[src/rtl/alu.sv]
// Single-cycle registered ALU: one operation per valid cycle, result and zero one edge later.
// Optional multiplier for op 11 is enabled by defining ALU_MUL_EN.
module alu #(
  parameter int WIDTH = 32
) (
  input  logic             clk,
  input  logic             rst,
  input  logic [WIDTH-1:0] a,
  input  logic [WIDTH-1:0] b,
  input  logic [4:0]       alu_op,
  input  logic             in_valid,
  output logic [WIDTH-1:0] result,
  output logic             out_valid,
  output logic             zero
);

  localparam int SHW = (WIDTH > 1) ? $clog2(WIDTH) : 1;

  typedef enum logic [4:0] {
    OP_ADD    = 5'd0,
    OP_SUB    = 5'd1,
    OP_XOR    = 5'd2,
    OP_OR     = 5'd3,
    OP_AND    = 5'd4,
    OP_SLL    = 5'd5,
    OP_SRL    = 5'd6,
    OP_SRA    = 5'd7,
    OP_SLT    = 5'd8,
    OP_SLTU   = 5'd9,
    OP_PASS_B = 5'd10,
    OP_MUL    = 5'd11
  } op_e;

  op_e              w_op;
  logic [SHW-1:0]   w_shamt;
  logic [WIDTH-1:0] w_add;
  logic [WIDTH-1:0] w_sub;
  logic [WIDTH-1:0] w_sll;
  logic [WIDTH-1:0] w_srl;
  logic [WIDTH-1:0] w_sra;
  logic             w_slt;
  logic             w_sltu;
  logic [WIDTH-1:0] w_next;

  logic [WIDTH-1:0] r_result;
  logic             r_out_valid;

  assign w_op    = op_e'(alu_op);
  // Only the low log2(WIDTH) bits of b form the shift amount.
  assign w_shamt = b[SHW-1:0];

  assign w_add  = a + b;
  assign w_sub  = a - b;
  assign w_sll  = a << w_shamt;
  assign w_srl  = a >> w_shamt;
  assign w_sra  = $unsigned($signed(a) >>> w_shamt);
  assign w_slt  = $signed(a) < $signed(b);
  assign w_sltu = a < b;

`ifdef ALU_MUL_EN
  logic [WIDTH-1:0] w_mul;
  assign w_mul = a * b;
`endif

  always_comb begin
    // NOTE: default assigned first so no path leaves w_next unassigned (no latch).
    w_next = '0;
    case (w_op)
      OP_ADD:    w_next = w_add;
      OP_SUB:    w_next = w_sub;
      OP_XOR:    w_next = a ^ b;
      OP_OR:     w_next = a | b;
      OP_AND:    w_next = a & b;
      OP_SLL:    w_next = w_sll;
      OP_SRL:    w_next = w_srl;
      OP_SRA:    w_next = w_sra;
      OP_SLT:    w_next = {{(WIDTH-1){1'b0}}, w_slt};
      OP_SLTU:   w_next = {{(WIDTH-1){1'b0}}, w_sltu};
      OP_PASS_B: w_next = b;
`ifdef ALU_MUL_EN
      OP_MUL:    w_next = w_mul;
`endif
      default:   w_next = '0;
    endcase
  end

  always_ff @(posedge clk or posedge rst) begin
    // NOTE: non-blocking assignments keep register updates order-independent.
    if (rst) begin
      r_result    <= '0;
      r_out_valid <= 1'b0;
    end else begin
      r_out_valid <= in_valid;
      if (in_valid) begin
        r_result <= w_next;
      end
    end
  end

  assign result    = r_result;
  assign out_valid = r_out_valid;
  assign zero      = (r_result == '0);

endmodule

[config.mk]
export PLATFORM = sky130hd
export DESIGN_NAME = alu
export DESIGN_NICKNAME = d
export VERILOG_FILES = /design/src/rtl/alu.sv
export SDC_FILE = /design/constraint.sdc
export NUM_CORES = 1
export LEC_CHECK = 0
export ABC_CLOCK_PERIOD_IN_PS = 4600
export BUFFER_PORTS_ARGS = -buffer_cell sky130_fd_sc_hd__buf_2
export CORE_MARGIN = 2
export CORE_UTILIZATION = 25
export DETAILED_ROUTE_END_ITERATION = 10
export GPL_TIMING_DRIVEN = 0
export MAX_ROUTING_LAYER = met4
export PLACE_DENSITY = 0.51
export SKIP_LAST_GASP = 1
export SYNTH_ARGS = -nofsm -noshare
export SYNTH_HDL_FRONTEND = slang
export SYNTH_SLANG_ARGS = --single-unit
export TNS_END_PERCENT = 5
[constraint.sdc]
create_clock -name clk -period 4.6 [get_ports clk]
set_clock_uncertainty 0.05 [all_clocks]
set_input_delay 0.92 -clock clk [delete_from_list [all_inputs] [get_ports clk]]
set_output_delay 0.92 -clock clk [all_outputs]
set_load 0.05 [all_outputs]
==> results of run 1 <==
worst paths after layout:
check	startpoint	endpoint	slack, ps	cells past startpoint
max in group asynchronous	rst	result[20]	3600	3
min reg2reg	result[1]	result[1]	460	1
min in group asynchronous	rst	result[29]	490	2
min	result[1]	result[1]	460	1
max reg2reg	result[28]	result[28]	2280	7
max	alu_op[4]	result[5]	-70	8
area by class of cell:
| class | count | area, um^2 | area share |
|---|---|---|---|
| Antenna cell | 2 | 5.00 | 0.000440 |
| Buffer | 96 | 417 | 0.0367 |
| Clock buffer | 6 | 129 | 0.0113 |
| Clock inverter | 2 | 10.0 | 0.000881 |
| Inverter | 110 | 424 | 0.0373 |
| Multi-Input combinational cell | 1174 | 8320 | 0.732 |
| Sequential cell | 33 | 826 | 0.0727 |
| Tap cell | 518 | 648 | 0.0570 |
| Timing Repair Buffer | 111 | 586 | 0.0515 |
registers in the layout (all words and copies together), names as in the netlist:
register and count:
result 32, out_valid 1
logic make-up after synthesis:
| kind of cell | Yosys count |
|---|---|
| AO/OA/AOI/OAI | 516 |
| AND/OR/NAND/NOR | 445 |
| buffers and inverters | 210 |
| adder cells (fa/ha/maj) | 100 |
| multiplexers | 88 |
| flip-flops | 33 |
| XOR/XNOR | 25 |
per-stage QoR:
step | util | setup TNS, ps | setup WS, ps
after floorplan | - | 0 | 61.7
after global placement | 0.285 | -21320 | -1510
after detailed placement | 0.285 | -19720 | -1460
after CTS | 0.290 | -39.9 | -32.3
after global routing | 0.292 | -145 | -65.1
final | 0.292 | -71.0 | -66.8
routing by layer:
layer  routed length, um  vias up
met1               26400     6243
met2               27600      693
met5                   0        -
met3                4240      109
met4                1840        0
li1                    -     5486
power groups by stage:
stage          combinational (mW)  clock [mW]  sequential, mW
2_1_floorplan               0.776           0           0.384
3_3_place_gp                 1.33           0           0.330
3_5_place_dp                 1.32           0           0.330
4_1_cts                      1.33       0.321           0.325
5_1_grt                      1.45       0.335           0.328
6_report                     1.37       0.312           0.325
critical path, stage by stage:
cell      delay [ps]
clkbuf_1         230
or3b_1           480
nor3_1           910
clkbuf_1         680
clkbuf_1         730
a221oi_1         330
o21ai_0          340
a22o_1           200
placed cells by master, fill, tap and decap left out, types with 27 or more instances in the layout:
cell,count
a21oi_1,135
clkbuf_1,58
o21ai_0,120
mux2i_1,54
nor2_1,170
dfrtp_1,33
o211ai_1,27
ha_1,97
a221oi_1,29
nand2_1,123
inv_1,104
buf_2,121
repair_timing:
action | in CTS | in global routing
pin swaps | 3 | 2
resized for setup | 17 | 8
cloned | 0 | 0
setup buffers | 3 | 3
setup endpoints to repair | 26 | 15
endpoints found under the hold margin | 0 | 0
==> metrics.txt, run 1 <==
outcome complete, but fails checks; failing checks max-capacitance violations, max-slew violations, negative setup slack; Die X 203 um; standard-cell rows 72; Detailed Place HPWL 49,300 um; cells taking the most area after synthesis ha_1 (12%), dfrtp_1 (8.3%), a21oi_1 (6.8%), nor2_1 (6.4%), o21ai_0 (6.1%); Synth area leader ha_1; Die Area 41,200 um^2; worst hold path class reg -> reg; Slew @ Worst Pin 1490 ps; final wirelength 60,100 um; Internal Dissipation 0.939 mW; Critical Path RT 4760 ps; Nets 1,703; PortBufs 103; VDD IR max 135 uV; clock tree from TritonCTS yes; io pins 106; post-synth cell types 84; YS warnings 0; TritonCTS buffer count 5; Synth-to-Final Area Change 14.7%; Combinational Power Share 0.683; main combinational cell family by area after synthesis compound AO/OA/AOI/OAI gates; leakage 4.82 nW; Synth Flop Type dfrtp_1; Core Area 38,900 um^2; fillcell total 4,447; sequential area share after synthesis 0.0834; Routability Congestion 1.02; Max Cap Viol 1; vias 12,500; met3 usage 0.0337; clk root buf clkbuf_16; design area 11,400 um^2; clock power share 0.155; CTS max path bufs 2; unrepaired setup endpoints after global routing yes; top-count cell post-synth nor2_1; die height 203 um; via/cell ratio 6.11; Routed Antenna Nets 0; GRT overflow 0; Sw Ratio 0.533; Fin. Hold Viols 0; minimum clock period 4670 ps; top cell type's share of synthesized area 0.124; clk_lat worst skew 280 ps; sequential power share 0.162; pin count of the biggest net entering global routing 34; # H-tree levels 2; CP arrival 4830 ps; mux cell area share after synthesis 0.122; placed inst area 11,100 um^2; GR Util met1 0.391; Overall Power 2.01 mW; First DRT Iteration DRCs 1,513; average size of a mapped cell 6.99 um^2; Setup crit end kind register; clock tree sinks 33; Seq cells post-synth 33; pwr/cell area 177 nW/um^2; Post-Synth Adder-Cell Area 0.128; gr usage total 0.293; Synth Area in Simple Gates 0.208; fin cells 2,052; Initial Utilization 0.255; Clock transition at path regs 50 ps; Commonest cells post-synth nor2_1 (170), a21oi_1 (135), nand2_1 (123); CP Max Fanout 10; vias in the first global route 11,800; area fraction in compound gates after synthesis 0.355; post-synthesis xor/xnor area fraction 0.0221; share of cells above drive strength 1 0.145; wire length per cell 29.3 um; EDFF count, synth 0; post-synthesis instance area 9910 um^2; Gate Count Post-Synth 1,417; Slew Viols, Final 1; fmax 214 MHz; initial antenna violation count 3; Sw Pwr 1.07 mW; Min Hold Slack 462 ps; met2 usage 0.471; GR peak layer met2; final setup fails 2; CP Launch Type input port; Rel. slew slack -0.00542; final worst setup slack -66.8 ps; CTS Hold Bufs 0; placed cells 2,039; Post-synth ARST share 1.00; DRT Pass-1 Iters 8; Syn Nets 1,589; detailed-route DRC error count 0; first-pass GRT wire length 85,900 um; Tcrit/Tclk final 1.01; critical path class in -> reg
Note: power is estimated with default switching activity, not from simulation.
==> inputs of run 2 (changes only) <==
Settings changed: ABC_CLOCK_PERIOD_IN_PS 4600 to 4050, CTS_CLUSTER_DIAMETER set to 150, PLACE_DENSITY 0.51 to 0.52.
Clock period 4.6 ns to 4.05 ns, I/O delays scaled along.
==> metrics.txt, run 2 (synthesis gave the netlist of run 1 again) <==
Setup crit end kind register; minimum clock period 4340 ps; pin count of the biggest net entering global routing 34 (unchanged); TritonCTS buffer count 5 (unchanged); share of cells above drive strength 1 0.157 (+0.0122); unrepaired setup endpoints after global routing yes; clk_lat worst skew 280 ps (about the same); final setup fails 24 (+22); Synth-to-Final Area Change 16.5%; fillcell total 4,403 (-0.99%); CP arrival 4420 ps (-410 ps); fmax 231 MHz; max FFs per register 32 (unchanged); CP Max Fanout 10 (unchanged); first-pass GRT wire length 85,900 um (about the same); Die X 203 um (unchanged); Clock transition at path regs 50 ps (about the same); clk root buf clkbuf_16; GRT overflow 0 (unchanged); Slew Viols, Final 1 (unchanged); outcome complete, but fails checks; PortBufs 103 (unchanged); clock tree from TritonCTS yes; Routability Congestion 1.03 (+1.4%); standard-cell rows 72 (unchanged); commonest non-fill, non-tap cell in the layout nor2_1; pwr/cell area 201 nW/um^2 (+13%); io pins 106 (unchanged); utilization after layout 0.297 (+0.00457); Nets 1,705 (+0.12%); # H-tree levels 2 (unchanged); setup TNS -3220 ps (-3150 ps); dpl ws -2010 ps (-548 ps); detailed-route DRC error count 0 (unchanged); VDD IR max 147 uV (+8.7%); Slew @ Worst Pin 1490 ps (-5.45 ps); Multi-input gate area 8400 um^2 (+1.0%); Crit path largest cell delay 620 ps (-290 ps); vias 12,600 (+0.27%); Routed Antenna Nets 0 (unchanged); clock tree sinks 33 (unchanged); Core Area 38,900 um^2 (unchanged); Rel. slew slack -0.00175 (+0.00367); failing checks max-capacitance violations, max-slew violations, negative setup slack; leakage 4.88 nW (+1.3%); Max Cap Viol 1 (unchanged); crit-path cells buf_2 > buf_6 > buf_1 > clkbuf_1 > o21ai_0 > nor2_1 > nor2_1 > nor2_1 > a31oi_1 > a221oi_1 > o221ai_1; critical path class in -> reg; Die Area 41,200 um^2 (unchanged); final worst setup slack -286 ps (-220 ps); commonest non-fill, non-tap cells in the layout nor2_1 (169), a21oi_1 (135), nand2_1 (123), buf_2 (120), o21ai_0 (116); vias in the first global route 11,900 (+1.1%); CTS max path bufs 2 (unchanged); First DRT Iteration DRCs 1,482 (-2.0%); wire length per cell 29.1 um (-0.75%); # diodes 0 (-2); die height 203 um (unchanged); Detailed Place HPWL 48,300 um (-2.1%); CP Launch Type input port; via/cell ratio 6.12 (+0.27%); initial antenna violation count 0 (-3); Crit path top cell by count nor2_1; Crit-path slowest cell buf_1; Initial Utilization 0.255 (unchanged); Tcrit/Tclk final 1.07; Reg area 826 um^2 (unchanged); final wirelength 59,700 um (-0.75%); Fin. Hold Viols 0 (unchanged); DRT Pass-1 Iters 5 (-3); worst hold path class reg -> reg; Critical Path RT 4130 ps (-630 ps); gr usage total 0.291 (-0.00277)
[run 2: repair_timing]
item                                    4_1_cts  5_1_grt
endpoints found under the setup margin       32       29
pin swaps                                     9        6
setup buffers                                 6        1
gates resized for setup                      45       15
hold buffers                                  0        0
endpoints found under the hold margin         0        0
[run 2: final timing paths]
path                            start         end  slack, ps  depth (start not counted)
hold / removal             result[20]  result[20]        460                          1
max in group asynchronous         rst  result[21]       2870                          2
hold reg to reg            result[20]  result[20]        460                          1
min in group asynchronous         rst  result[31]        600                          2
setup / recovery                 b[1]  result[22]       -290                         11
setup reg to reg           result[28]  result[28]       1970                          7
[run 2: stage by stage]
stage | instances | hold slack [ps] | instance area [um^2] | total power, mW
CTS | 2051 | 468 | 11500 | 2.27
global route | 2052 | 489 | 11500 | 2.43
global placement | 2038 | 447 | 11100 | 1.87
finish | 2052 | 464 | 11500 | 2.32
detailed placement | 2039 | 452 | 11100 | 1.87
floorplan | 1417 | 739 | 9950 | 1.32
[run 2: critical path: cells and delay by family]
family | cells | cell delay, ps
AO/OA/AOI/OAI | 4 | 1410
buffers and inverters | 4 | 1560
AND/OR/NAND/NOR | 3 | 610
[run 2: routing by layer]
layer | vias to the layer above | global-route usage | routed length (um)
met1 | 6192 | 0.386 | 25700
met4 | 0 | 0.0941 | 2390
met2 | 763 | 0.454 | 26500
met5 | - | - | 0
li1 | 5478 | - | -
met3 | 132 | 0.0411 | 5030
[run 2: cell type report]
class / count / share of cell area
plain buffers: 98 / 0.0431
clock buffers: 6 / 0.0112
clock inverters: 2 / 0.000867
inverters: 110 / 0.0391
multi-input cells: 1174 / 0.728
flip-flops and latches: 33 / 0.0715
well taps: 518 / 0.0562
repair buffers: 111 / 0.0499
[run 2: power breakdown]
| group | total [mW] | switching, mW | internal (mW) |
|---|---|---|---|
| combinational | 1.58 | 1.08 | 0.507 |
| sequential | 0.369 | 0.0196 | 0.349 |
| clock | 0.365 | 0.139 | 0.226 |
| total | 2.32 | 1.24 | 1.08 |
